--- config.mk ---
export PLATFORM = sky130hd
export DESIGN_NAME = instr_fetch_unit
export DESIGN_NICKNAME = d
export VERILOG_FILES = /design/src/rtl/instr_fetch_unit.sv
export SDC_FILE = /design/constraint.sdc
export NUM_CORES = 1
export LEC_CHECK = 0
export CORE_ASPECT_RATIO = 1.5
export CORE_MARGIN = 5
export CORE_UTILIZATION = 42
export CTS_CLUSTER_DIAMETER = 40
export DETAILED_ROUTE_END_ITERATION = 6
export DONT_BUFFER_PORTS = 1
export HOLD_SLACK_MARGIN = 0.12
export PLACE_DENSITY = 0.52
export SLEW_MARGIN = 20
export SYNTH_ARGS = -nofsm -noshare
export SYNTH_HDL_FRONTEND = slang
export SYNTH_SLANG_ARGS = --single-unit
--- constraint.sdc ---
create_clock -name clk -period 4.8 [get_ports clk]
set_input_delay 0.24 -clock clk [delete_from_list [all_inputs] [get_ports clk]]
set_output_delay 0.24 -clock clk [all_outputs]
set_load 0.005 [all_outputs]
--- src/rtl/instr_fetch_unit.sv ---
// Fetch stage of the multicycle RV32 core: owns the PC, addresses the
// combinational instruction ROM and latches the returned word into IR.
// Optional feature macro: IFU_MISALIGN_TRAP_EN (misaligned PC targets are
// rejected and flagged instead of being silently aligned).
// Handshake: fetch_req is sampled only in IDLE; busy is high for the whole
// FETCH phase; fetch_done pulses for one cycle once ir/pc_instr are valid.
module instr_fetch_unit #(
    parameter logic [31:0] RESET_PC    = 32'h0000_0000,
    parameter int unsigned WAIT_CYCLES = 0,
    parameter logic [31:0] NOP_INSTR   = 32'h0000_0013
) (
    input  logic        clk,
    input  logic        reset,
    input  logic        fetch_req,
    input  logic        pc_wr_en,
    input  logic [1:0]  pc_src,
    input  logic [31:0] branch_target,
    input  logic [31:0] jalr_target,
    output logic [31:0] instr_addr,
    input  logic [31:0] instr_data,
    output logic [31:0] ir,
    output logic [31:0] pc,
    output logic [31:0] pc_instr,
    output logic [31:0] pc_plus4,
    output logic        busy,
    output logic        fetch_done,
    output logic        misalign_err,
    output logic [1:0]  state_dbg
);

    typedef enum logic [1:0] {
        IDLE  = 2'd0,
        FETCH = 2'd1,
        DONE  = 2'd2
    } state_t;

    localparam logic [3:0] WAIT_INIT = 4'(WAIT_CYCLES);

    state_t      state;
    state_t      state_next;
    logic [3:0]  wait_cnt;
    logic [31:0] target;
    logic [31:0] pc_load_val;
    logic        pc_upd_en;
    logic        pc_load;
    logic        fetch_allow;
    logic        capture;

    // PC writes are blocked in FETCH so the ROM address is stable during capture
    assign pc_upd_en = pc_wr_en && (state != FETCH);

    // Resolve the candidate next-PC from the control unit's selection
    always_comb begin
        target = pc;
        unique case (pc_src)
            2'b00:   target = pc + 32'd4;
            2'b01:   target = branch_target;
            2'b10:   target = jalr_target & ~32'h1;
            default: target = pc;
        endcase
    end

`ifdef IFU_MISALIGN_TRAP_EN
    logic misalign_q;
    logic misalign_hit;

    assign misalign_hit = pc_upd_en && (target[1:0] != 2'b00);
    assign pc_load      = pc_upd_en && !misalign_hit;
    assign pc_load_val  = target;
    assign fetch_allow  = !misalign_q;
    assign misalign_err = misalign_q;

    // Sticky misalignment flag, cleared only by reset
    always_ff @(posedge clk) begin
        if (!reset) begin
            misalign_q <= 1'b0;
        end else if (misalign_hit) begin
            misalign_q <= 1'b1;
        end
    end
`else
    assign pc_load      = pc_upd_en;
    assign pc_load_val  = target & ~32'h3;
    assign fetch_allow  = 1'b1;
    assign misalign_err = 1'b0;
`endif

    // State register
    always_ff @(posedge clk) begin
        if (!reset) begin
            state <= IDLE;
        end else begin
            state <= state_next;
        end
    end

    // Next-state and handshake outputs
    always_comb begin
        state_next = state;
        busy       = 1'b0;
        fetch_done = 1'b0;
        unique case (state)
            IDLE: begin
                if (fetch_req && fetch_allow) begin
                    state_next = FETCH;
                end
            end
            FETCH: begin
                busy = 1'b1;
                if (wait_cnt == 4'd0) begin
                    state_next = DONE;
                end
            end
            DONE: begin
                fetch_done = 1'b1;
                state_next = IDLE;
            end
            default: state_next = IDLE;
        endcase
    end

    assign capture = (state == FETCH) && (wait_cnt == 4'd0);

    // ROM wait counter: loaded on acceptance, counts down while in FETCH
    always_ff @(posedge clk) begin
        if (!reset) begin
            wait_cnt <= 4'd0;
        end else if (state == IDLE && state_next == FETCH) begin
            wait_cnt <= WAIT_INIT;
        end else if (state == FETCH && wait_cnt != 4'd0) begin
            wait_cnt <= wait_cnt - 4'd1;
        end
    end

    // Program counter
    always_ff @(posedge clk) begin
        if (!reset) begin
            pc <= RESET_PC;
        end else if (pc_load) begin
            pc <= pc_load_val;
        end
    end

    // Instruction register and its PC, updated only at capture
    always_ff @(posedge clk) begin
        if (!reset) begin
            ir       <= NOP_INSTR;
            pc_instr <= RESET_PC;
        end else if (capture) begin
            ir       <= instr_data;
            pc_instr <= pc;
        end
    end

    assign instr_addr = pc;
    assign pc_plus4   = pc_instr + 32'd4;
    assign state_dbg  = state;

endmodule

==> results of run 1 <==
## flip-flops by register name (all words and copies together) (netlist names)
| signal | cells |
|---|---|
| ir | 32 |
| pc_instr | 30 |
| wait_cnt | 4 |
| instr_addr | 30 |
| state_dbg | 2 |
## per-stage QoR
stage                     instance area (um^2)  setup WS [ns]  hold slack [ns]  power [W]  cells
after floorplan                           5390           2.90            0.364    0.00109    711
after global placement                    5140           2.25            0.320    0.00111    786
after detailed placement                  5150           2.22            0.329    0.00112    786
after CTS                                 5890           1.76            0.144    0.00197    840
after global routing                      5890           1.78            0.174    0.00204    840
final                                     5890           2.02            0.162    0.00195    840
## worst max path at each step
stage | from | end
after floorplan | instr_addr[2] | instr_addr[26]
after global placement | state_dbg[1] | instr_addr[26]
after detailed placement | wait_cnt[0] | ir[7]
after CTS | wait_cnt[0] | ir[4]
after global routing | instr_addr[11] | instr_addr[21]
final | instr_addr[11] | instr_addr[21]
## power by group through the flow
| stage | Combinational, W | Clock [W] | Sequential, W |
|---|---|---|---|
| final | 0.000214 | 0.000815 | 0.000916 |
| after global routing | 0.000239 | 0.000872 | 0.000924 |
| after CTS | 0.000213 | 0.000836 | 0.000916 |
| after detailed placement | 0.000182 | 0 | 0.000935 |
| after global placement | 0.000178 | 0 | 0.000934 |
| after floorplan | 0.000179 | 0 | 0.000906 |
## worst min-delay path: cells and delay by family
kind / cells / cell delay, ns
and+or+nand+nor: 3 / 0.22
## layer usage
metal / GRT usage [%] / part of all wire (%) / vias up
li1: - / - / 2389
met1: 26.6 / 39 / 2323
met2: 37.9 / 51 / 233
met3: 4.65 / 8.6 / 24
met4: 7.55 / 1.8 / 0
met5: 0 / 0 / -
## synth_stat cells, drive strengths merged, types with 2 or more instances
| cell type | instances | area (um^2) |
|---|---|---|
| xnor2 | 20 | 175 |
| and4 | 5 | 43.8 |
| or2 | 3 | 18.8 |
| a41oi | 2 | 17.5 |
| inv | 9 | 33.8 |
| nand3 | 26 | 135 |
| o311a | 2 | 20.0 |
| o21bai | 2 | 15.0 |
| ha | 3 | 37.5 |
| nor4 | 5 | 67.6 |
| a22oi | 18 | 135 |
| and3 | 13 | 81.3 |
| a221oi | 3 | 26.3 |
| a21oi | 83 | 415 |
| nor2b | 3 | 18.8 |
| o211a | 2 | 20.0 |
| o31a | 7 | 61.3 |
| a211oi | 4 | 30.0 |
| nor4b | 3 | 38.8 |
| o211ai | 4 | 30.0 |
| nand2 | 164 | 616 |
| o21ai | 20 | 100 |
| o22ai | 5 | 31.3 |
| a22o | 7 | 61.3 |
| nor3 | 9 | 50.1 |
| nand4 | 19 | 140 |
| xor2 | 10 | 87.6 |
| a31oi | 11 | 68.8 |
| nand2b | 2 | 12.5 |
| dfxtp | 98 | 1960 |
| clkbuf | 29 | 109 |
| nor2 | 31 | 119 |
| and2 | 2 | 12.5 |
| o41a | 2 | 22.5 |
| o2111ai | 3 | 26.3 |
| a31o | 2 | 17.5 |
| buf | 58 | 388 |
## cell families after synthesis
family                   after synthesis
other                                  1
AND/OR/NAND/NOR                      290
XOR/XNOR                              30
buffers and inverters                 96
flip-flops                            98
adder cells (fa/ha/maj)                3
AO/OA/AOI/OAI                        184
multiplexers                           1
## area by class of cell
class                           instances  area [um^2]
Clock buffer                           10          239
Clock inverter                          3         90.1
Fill cell                            1266         6620
Inverter                                9         33.8
Multi-Input combinational cell        517         2920
Sequential cell                        98         1960
Tap cell                              156          195
Timing Repair Buffer                   47          455
==> metrics.yaml, run 1 <==
tightest_slew_ns: 1.05
ys_seq_area_share_pct: 36.6
cp.required_ns: 5.06
track_usage_pct: 21.9
tns_ns: 0
post_cts.repair.setup_buffers: 0
period_share_pct: 57.9
crit_path_max_incr_delay_ns: 0.76
clkSinkCount: 98
syn_inst: 703
ir_drop_mv: 0.188
finalNetCount: 787
hpwlAfterDp_um: 11900
drcViolationCount: 0
grt_pass1_wl_um: 26400
die_area_um2: 15200
min_path_type: "in2reg"
combinationalPowerShare_pct: 11.0
io_buffers: 0
intPower_w: 0.00145
ys_seq_elements: 98
syn_area_per_cell_um2: 7.63
drive_gt1_share_pct: 5.41
finalMaxSlewViolations: 0
grt_pass1_vias: 4856
max_freq_mhz: 360
firstDrtPassIters: 5
dr_total_vias: 4969
ff2ff_path_depth: 6
yosys_warnings: 0
reg2reg_slack_ns: 2.02
clkPwrFrac_pct: 41.9
start_util_pct: 42.9
synth-simple-area-share_pct: 26.0
cp_top_family: "simple AND/OR/NAND/NOR gates"
utilization_pct: 47.1
status: "finished, final reports clean"
gr-total-overflow: 0
synthToLayoutAreaGrowth_pct: 9.85
crit_type: "reg2reg"
clock_latency_ns: 0.34
final_common_cell: "nand2_1"
finalSetupViolations: 0
routed_wirelength_um: 17100
min-delay-start: "fetch_req"
synth_compound_area_share_pct: 21.7
grt_max_degree: 64
async_flop_share_pct: 0
gp_congestion: 0.859
final_cell_mix: "nand2_1, dfxtp_1, a21oi_1"
first_iter_violations: 193
cp_data_arrival_time_ns: 3.04
hold-path-cell-count: 3
min_period_ns: 2.78
antenna_found_initial: 0
seq_power_share_pct: 47.1
r2r_end: "instr_addr[21]"
yosysUniqueCellTypes: 64
path_cells: "nand4_2 > nor4_4 > and4b_1 > a221oi_1 > dlygate4sd3_1 > o21ai_1"
cts_inserted_buffers: 9
die_width_um: 102
num_rows: 50
p_sw_w: 0.000496
sw_frac_of_total_pct: 25.5
power_density_nw_per_um2: 330
min_to: "wait_cnt[0]"
rsz0062_at_grt: "no"
vias_per_cell: 5.92
clock_path_buffers: 2
worst_r2r_startpoint: "instr_addr[11]"
core_um2: 12500
syn_area_um2: 5360
relSlewSlack_pct: 29.8
diodes: 0
cpMaxStageDelayCell: "nor4_4"
cts_tree: "built"
cts_resized: 0
power_leakage_nw: 2.05
holdBufCountCts: 41
hold_viol_final: 0
synth_edf_count: 0
max-cap-violations: 0
ctsHtreeMaxLevel: 3
end_kind: "flip-flop"
io_pins: 267
ant_nets: 0
clk_pin_slew_ns: 0.06
drt-wirelength-per-cell_um: 20.3
cp.depth: 6
die-height_um: 148
synth_xor_area_share_pct: 4.90
synth-main-ff-cell: "dfxtp_1"
path_max_fanout: 14
synth-adder-area-share_pct: 0.700
worstSetupStartpointType: "flip-flop"
crit_buf_inv: 1
synth_top_family_by_area: "simple AND/OR/NAND/NOR gates"
synthMuxAreaShare_pct: 0.187
skew_ns: 0.00810
clock-root-buffer: "clkbuf_16"
No activity file was read; power rests on OpenSTA's default activity.
==> inputs of run 2 (changes only) <==
==> constraint.sdc (replaced) <==
create_clock -name clk -period 2.8 [get_ports clk]
set_input_delay 0.14 -clock clk [delete_from_list [all_inputs] [get_ports clk]]
set_output_delay 0.14 -clock clk [all_outputs]
set_load 0.005 [all_outputs]
==> metrics.yaml, run 2 (synthesis gave the netlist of run 1 again) <==
status: "finished, final reports clean"
holdBufCountCts: 54
drive_gt1_share_pct: 7.15
rsz0062_at_grt: "no"
min_path_type: "in2reg"
r2r_end: "ir[4]"
min_to: "instr_addr[30]"
combinationalPowerShare_pct: 12.1
diodes: 0
hold-path-cell-count: 3
io_pins: 267
track_usage_pct: 22.4
cts_inserted_buffers: 9
gr-total-overflow: 0
crit_type: "reg2reg"
io_buffers: 0
power_leakage_nw: 2.17
relSlewSlack_pct: 25.7
power_density_nw_per_um2: 557
tns_ns: 0
path_max_fanout: 22
tightest_slew_ns: 1.11
seq_power_share_pct: 45.7
finalMaxSlewViolations: 0
end_kind: "flip-flop"
sw_frac_of_total_pct: 25.9
clkPwrFrac_pct: 42.2
cts_resized: 0
grt_pass1_wl_um: 27000
skew_ns: 0.00707
largest_reg_flops: 32
post_cts.repair.setup_buffers: 0
antenna_found_initial: 0
cp_data_arrival_time_ns: 2.82
worstSetupStartpointType: "flip-flop"
max_freq_mhz: 387
top_register: "ir"
gp_congestion: 0.870
clock_latency_ns: 0.34
finalNetCount: 813
drcViolationCount: 0
final_cell_mix: "nand2_1, dfxtp_1, a21oi_1"
core_um2: 12500
dr_total_vias: 5064
max-cap-violations: 0
ant_nets: 0
clock_path_buffers: 2
reg2reg_slack_ns: 0.21
final_common_cell: "nand2_1"
grt_pass1_vias: 5033
ff2ff_path_depth: 8
clk_pin_slew_ns: 0.07
vias_per_cell: 5.83
die_area_um2: 15200
min-delay-start: "jalr_target[30]"
drt-wirelength-per-cell_um: 19.9
grt_max_degree: 33
firstDrtPassIters: 4
finalSetupViolations: 0
utilization_pct: 49.0
routed_wirelength_um: 17300
cp.required_ns: 3.03
ctsHtreeMaxLevel: 3
synthToLayoutAreaGrowth_pct: 14.3
clkSinkCount: 98
worst_r2r_startpoint: "wait_cnt[0]"
start_util_pct: 42.9
first_iter_violations: 247
clock-root-buffer: "clkbuf_16"
cts_tree: "built"
ir_drop_mv: 0.337
intPower_w: 0.00253
min_period_ns: 2.59
p_sw_w: 0.000882
die_width_um: 102
hpwlAfterDp_um: 12400
hold_viol_final: 0
period_share_pct: 92.4
num_rows: 50
die-height_um: 148
-- run 2: worst max path at each step --
stage | start | endpoint | slack [ns] | depth (start not counted)
after floorplan | instr_addr[2] | instr_addr[26] | 0.90 | 6
after global placement | instr_addr[15] | instr_addr[26] | 0.74 | 5
after detailed placement | instr_addr[15] | instr_addr[26] | 0.73 | 5
after global routing | wait_cnt[0] | ir[4] | 0.05 | 8
after CTS | wait_cnt[0] | ir[4] | 0.23 | 8
final | wait_cnt[0] | ir[4] | 0.21 | 8
-- run 2: final cells by class --
cell class / instances / area (um^2)
multi-input cells: 517 / 2910
clock buffers: 12 / 246
well taps: 156 / 195
clock inverters: 4 / 98.8
repair buffers: 73 / 683
inverters: 9 / 33.8
fillers: 1255 / 6380
flip-flops and latches: 98 / 1960
-- run 2: metrics by stage --
step | hold WS (ns) | std cells | setup slack, ns | area [um^2] | power, W
floorplan | 0.264 | 711 | 0.898 | 5390 | 0.00186
detailed placement | 0.228 | 799 | 0.726 | 5240 | 0.00193
finish | 0.120 | 869 | 0.213 | 6130 | 0.00341
global route | 0.132 | 869 | 0.0541 | 6130 | 0.00357
global placement | 0.225 | 799 | 0.744 | 5240 | 0.00192
CTS | 0.122 | 869 | 0.228 | 6130 | 0.00345
-- run 2: routing by layer --
layer	GRT usage, %	share of wire (%)
met5	0	0
met4	6.76	1.5
met3	5.11	9.1
met2	38.5	50
met1	27.6	39
-- run 2: power by group through the flow --
stage          Combinational, W  Sequential, W  Clock, W
2_1_floorplan          0.000307        0.00155         0
3_3_place_gp           0.000334        0.00159         0
3_5_place_dp           0.000342        0.00159         0
4_1_cts                0.000413        0.00156   0.00147
5_1_grt                0.000460        0.00157   0.00154
6_report               0.000412        0.00156   0.00144
-- run 2: critical path, stage by stage (launching register included) --
cell and delay (ns):
dfxtp_1 0.34, inv_1 0.07, ha_1 0.18, nor3b_1 0.48, nand2_2 0.33, buf_4 0.32
nand2_1 0.09, nand3_1 0.06, dlygate4sd3_1 0.61
==> inputs of run 3 (changes only) <==
--- a/config.mk
+++ b/config.mk
@@ -5,14 +5,14 @@
 export SDC_FILE = /design/constraint.sdc
 export NUM_CORES = 1
 export LEC_CHECK = 0
+export BUFFER_PORTS_ARGS = -buffer_cell sky130_fd_sc_hd__buf_2
 export CORE_ASPECT_RATIO = 1.5
 export CORE_MARGIN = 5
 export CORE_UTILIZATION = 42
 export CTS_CLUSTER_DIAMETER = 40
 export DETAILED_ROUTE_END_ITERATION = 6
-export DONT_BUFFER_PORTS = 1
 export HOLD_SLACK_MARGIN = 0.12
-export PLACE_DENSITY = 0.52
+export PLACE_DENSITY = 0.7
 export SLEW_MARGIN = 20
 export SYNTH_ARGS = -nofsm -noshare
 export SYNTH_HDL_FRONTEND = slang
==> metrics.yaml, run 3 (synthesis gave the netlist of run 1 again) <==
final_cell_mix: "buf_2, nand2_1, dfxtp_1"
largest_reg_flops: 32
ir_drop_mv: 0.298
clock-root-buffer: "clkbuf_16"
gr-total-overflow: 0
path_cells: "nand4_2 > nor4_4 > buf_4 > and4b_1 > a221oi_1 > dlygate4sd3_1 > o21ai_1"
finalNonFillerCells: 1105
min-delay-start: "branch_target[7]"
die-height_um: 148
grt.met2_usage_pct: 40.2
pre_cts_ws_ns: 0.676
worst_r2r_startpoint: "instr_addr[10]"
grt_util_met1_pct: 28.2
skew_ns: 0.00662
routed_wirelength_um: 18200
tns_ns: 0
diodes: 0
cpMaxStageDelayCell: "dlygate4sd3_1"
io_pins: 267
hold_viol_final: 0
worstSetupStartpointType: "flip-flop"
min_path_type: "in2reg"
synthToLayoutAreaGrowth_pct: 34.6
finalNetCount: 1049
finalMaxSlewViolations: 0
crit_buf_inv: 2
period_share_pct: 85.4
first_iter_violations: 308
status: "finished, final reports clean"
min_period_ns: 2.39
vias_per_cell: 5.29
rsz0062_at_grt: "no"
num_rows: 50
cts_resized: 0
relSlewSlack_pct: 55.4
hold_ws_ns: 0.184
final_common_cell: "buf_2"
clk_pin_slew_ns: 0.07
ff2ff_path_depth: 7
hpwlAfterDp_um: 13000
crit_type: "reg2reg"
met3_usage_pct: 4.69
max-cap-violations: 0
stdcell_area_um2: 7220
io_buffers: 253
core_um2: 12500
dr_total_vias: 5849
setup_ws_ns: 0.408
clock_path_buffers: 2
min_to: "instr_addr[7]"
die_width_um: 102
clkSinkCount: 98
grt_pass1_vias: 5465
antenna_found_initial: 0
drt-wirelength-per-cell_um: 16.5
nFillCells: 1193
track_usage_pct: 23.0
cts_tree: "built"
finalSetupViolations: 0
clock_latency_ns: 0.34
ctsHtreeMaxLevel: 3
dp_cells: 1050
cts_inserted_buffers: 9
r2r_end: "instr_addr[21]"
drcViolationCount: 0
die_area_um2: 15200
power_leakage_nw: 3.31
grt_max_degree: 64
reg2reg_slack_ns: 0.41
start_util_pct: 42.9
cp.required_ns: 3.07
firstDrtPassIters: 5
drive_gt1_share_pct: 32.0
gp_congestion: 0.886
crit_path_max_incr_delay_ns: 0.58
tightest_slew_ns: 0.669
path_max_fanout: 14
placed_cell_area_um2: 6510
top_register: "ir"
cp_top_family: "buffers and inverters"
grt-busiest-layer: "met2"
max_freq_mhz: 418
ant_nets: 0
hold-path-cell-count: 4
grt_pass1_wl_um: 28300
end_kind: "flip-flop"
cp_data_arrival_time_ns: 2.66
power_density_nw_per_um2: 474
## run 3: cell types whose count changed in the layout (fill, tap and decap cells not counted), moves of 2 or more
cell / delta
buf_2: +253
buf_4: -3
clkinvlp_4: +2
clkbuf_1: -2
clkinv_2: +2
dlygate4sd3_1: -15
## run 3: final cells by class
class                      count  area, um^2  share of cell area (%)
timing repair buffer         309        1800                    24.9
clock buffer                   9         225                    3.12
sequential                    98        1960                    27.2
inverter                       9        33.8                   0.468
multi-input combinational    517        2910                    40.3
clock inverter                 7        93.8                    1.30
tap                          156         195                    2.71
## run 3: worst max path at each step
stage                   start        endpoint  slack (ns)  depth (start not counted)
6_report       instr_addr[10]  instr_addr[21]        0.41                          7
5_1_grt           pc_instr[2]    pc_plus4[26]        0.21                          8
4_1_cts           pc_instr[2]    pc_plus4[26]        0.39                          8
3_5_place_dp    instr_addr[3]  instr_addr[26]        0.68                          6
3_3_place_gp    instr_addr[3]  instr_addr[26]        0.69                          6
2_1_floorplan   instr_addr[2]  instr_addr[26]        0.90                          6
## run 3: routing by layer
| metal | vias to the layer above | share of wire, % |
|---|---|---|
| met1 | 2679 | 39 |
| met2 | 230 | 51 |
| met5 | - | 0 |
| met3 | 24 | 7.6 |
| li1 | 2916 | - |
| met4 | 0 | 1.8 |
## run 3: timing repair
action / 4_1_cts / 5_1_grt
endpoints found under the hold margin: 37 / 0
buffers inserted: 0 / 0
hold buffers: 39 / 0
## run 3: worst reg2reg max path: stages, from the launching register on
cell and delay, ns:
dfxtp_1 0.54, nand4_2 0.25, nor4_4 0.31, buf_4 0.25, and4b_1 0.24, a221oi_1 0.06, dlygate4sd3_1 0.58, o21ai_1 0.11
## run 3: power by group
group	internal, W	total (W)	leakage, nW	switching (W)
Combinational	0.000257	0.000558	2.36	0.000301
Sequential	0.00146	0.00154	0.796	0.0000802
Clock	0.000781	0.00132	0.151	0.000540
## run 3: through the flow
stage	utilization, %	power (W)
after detailed placement	52.0	0.00208
after global routing	57.7	0.00357
after global placement	52.0	0.00208
after CTS	57.7	0.00345
final	57.7	0.00342
after floorplan	-	0.00186
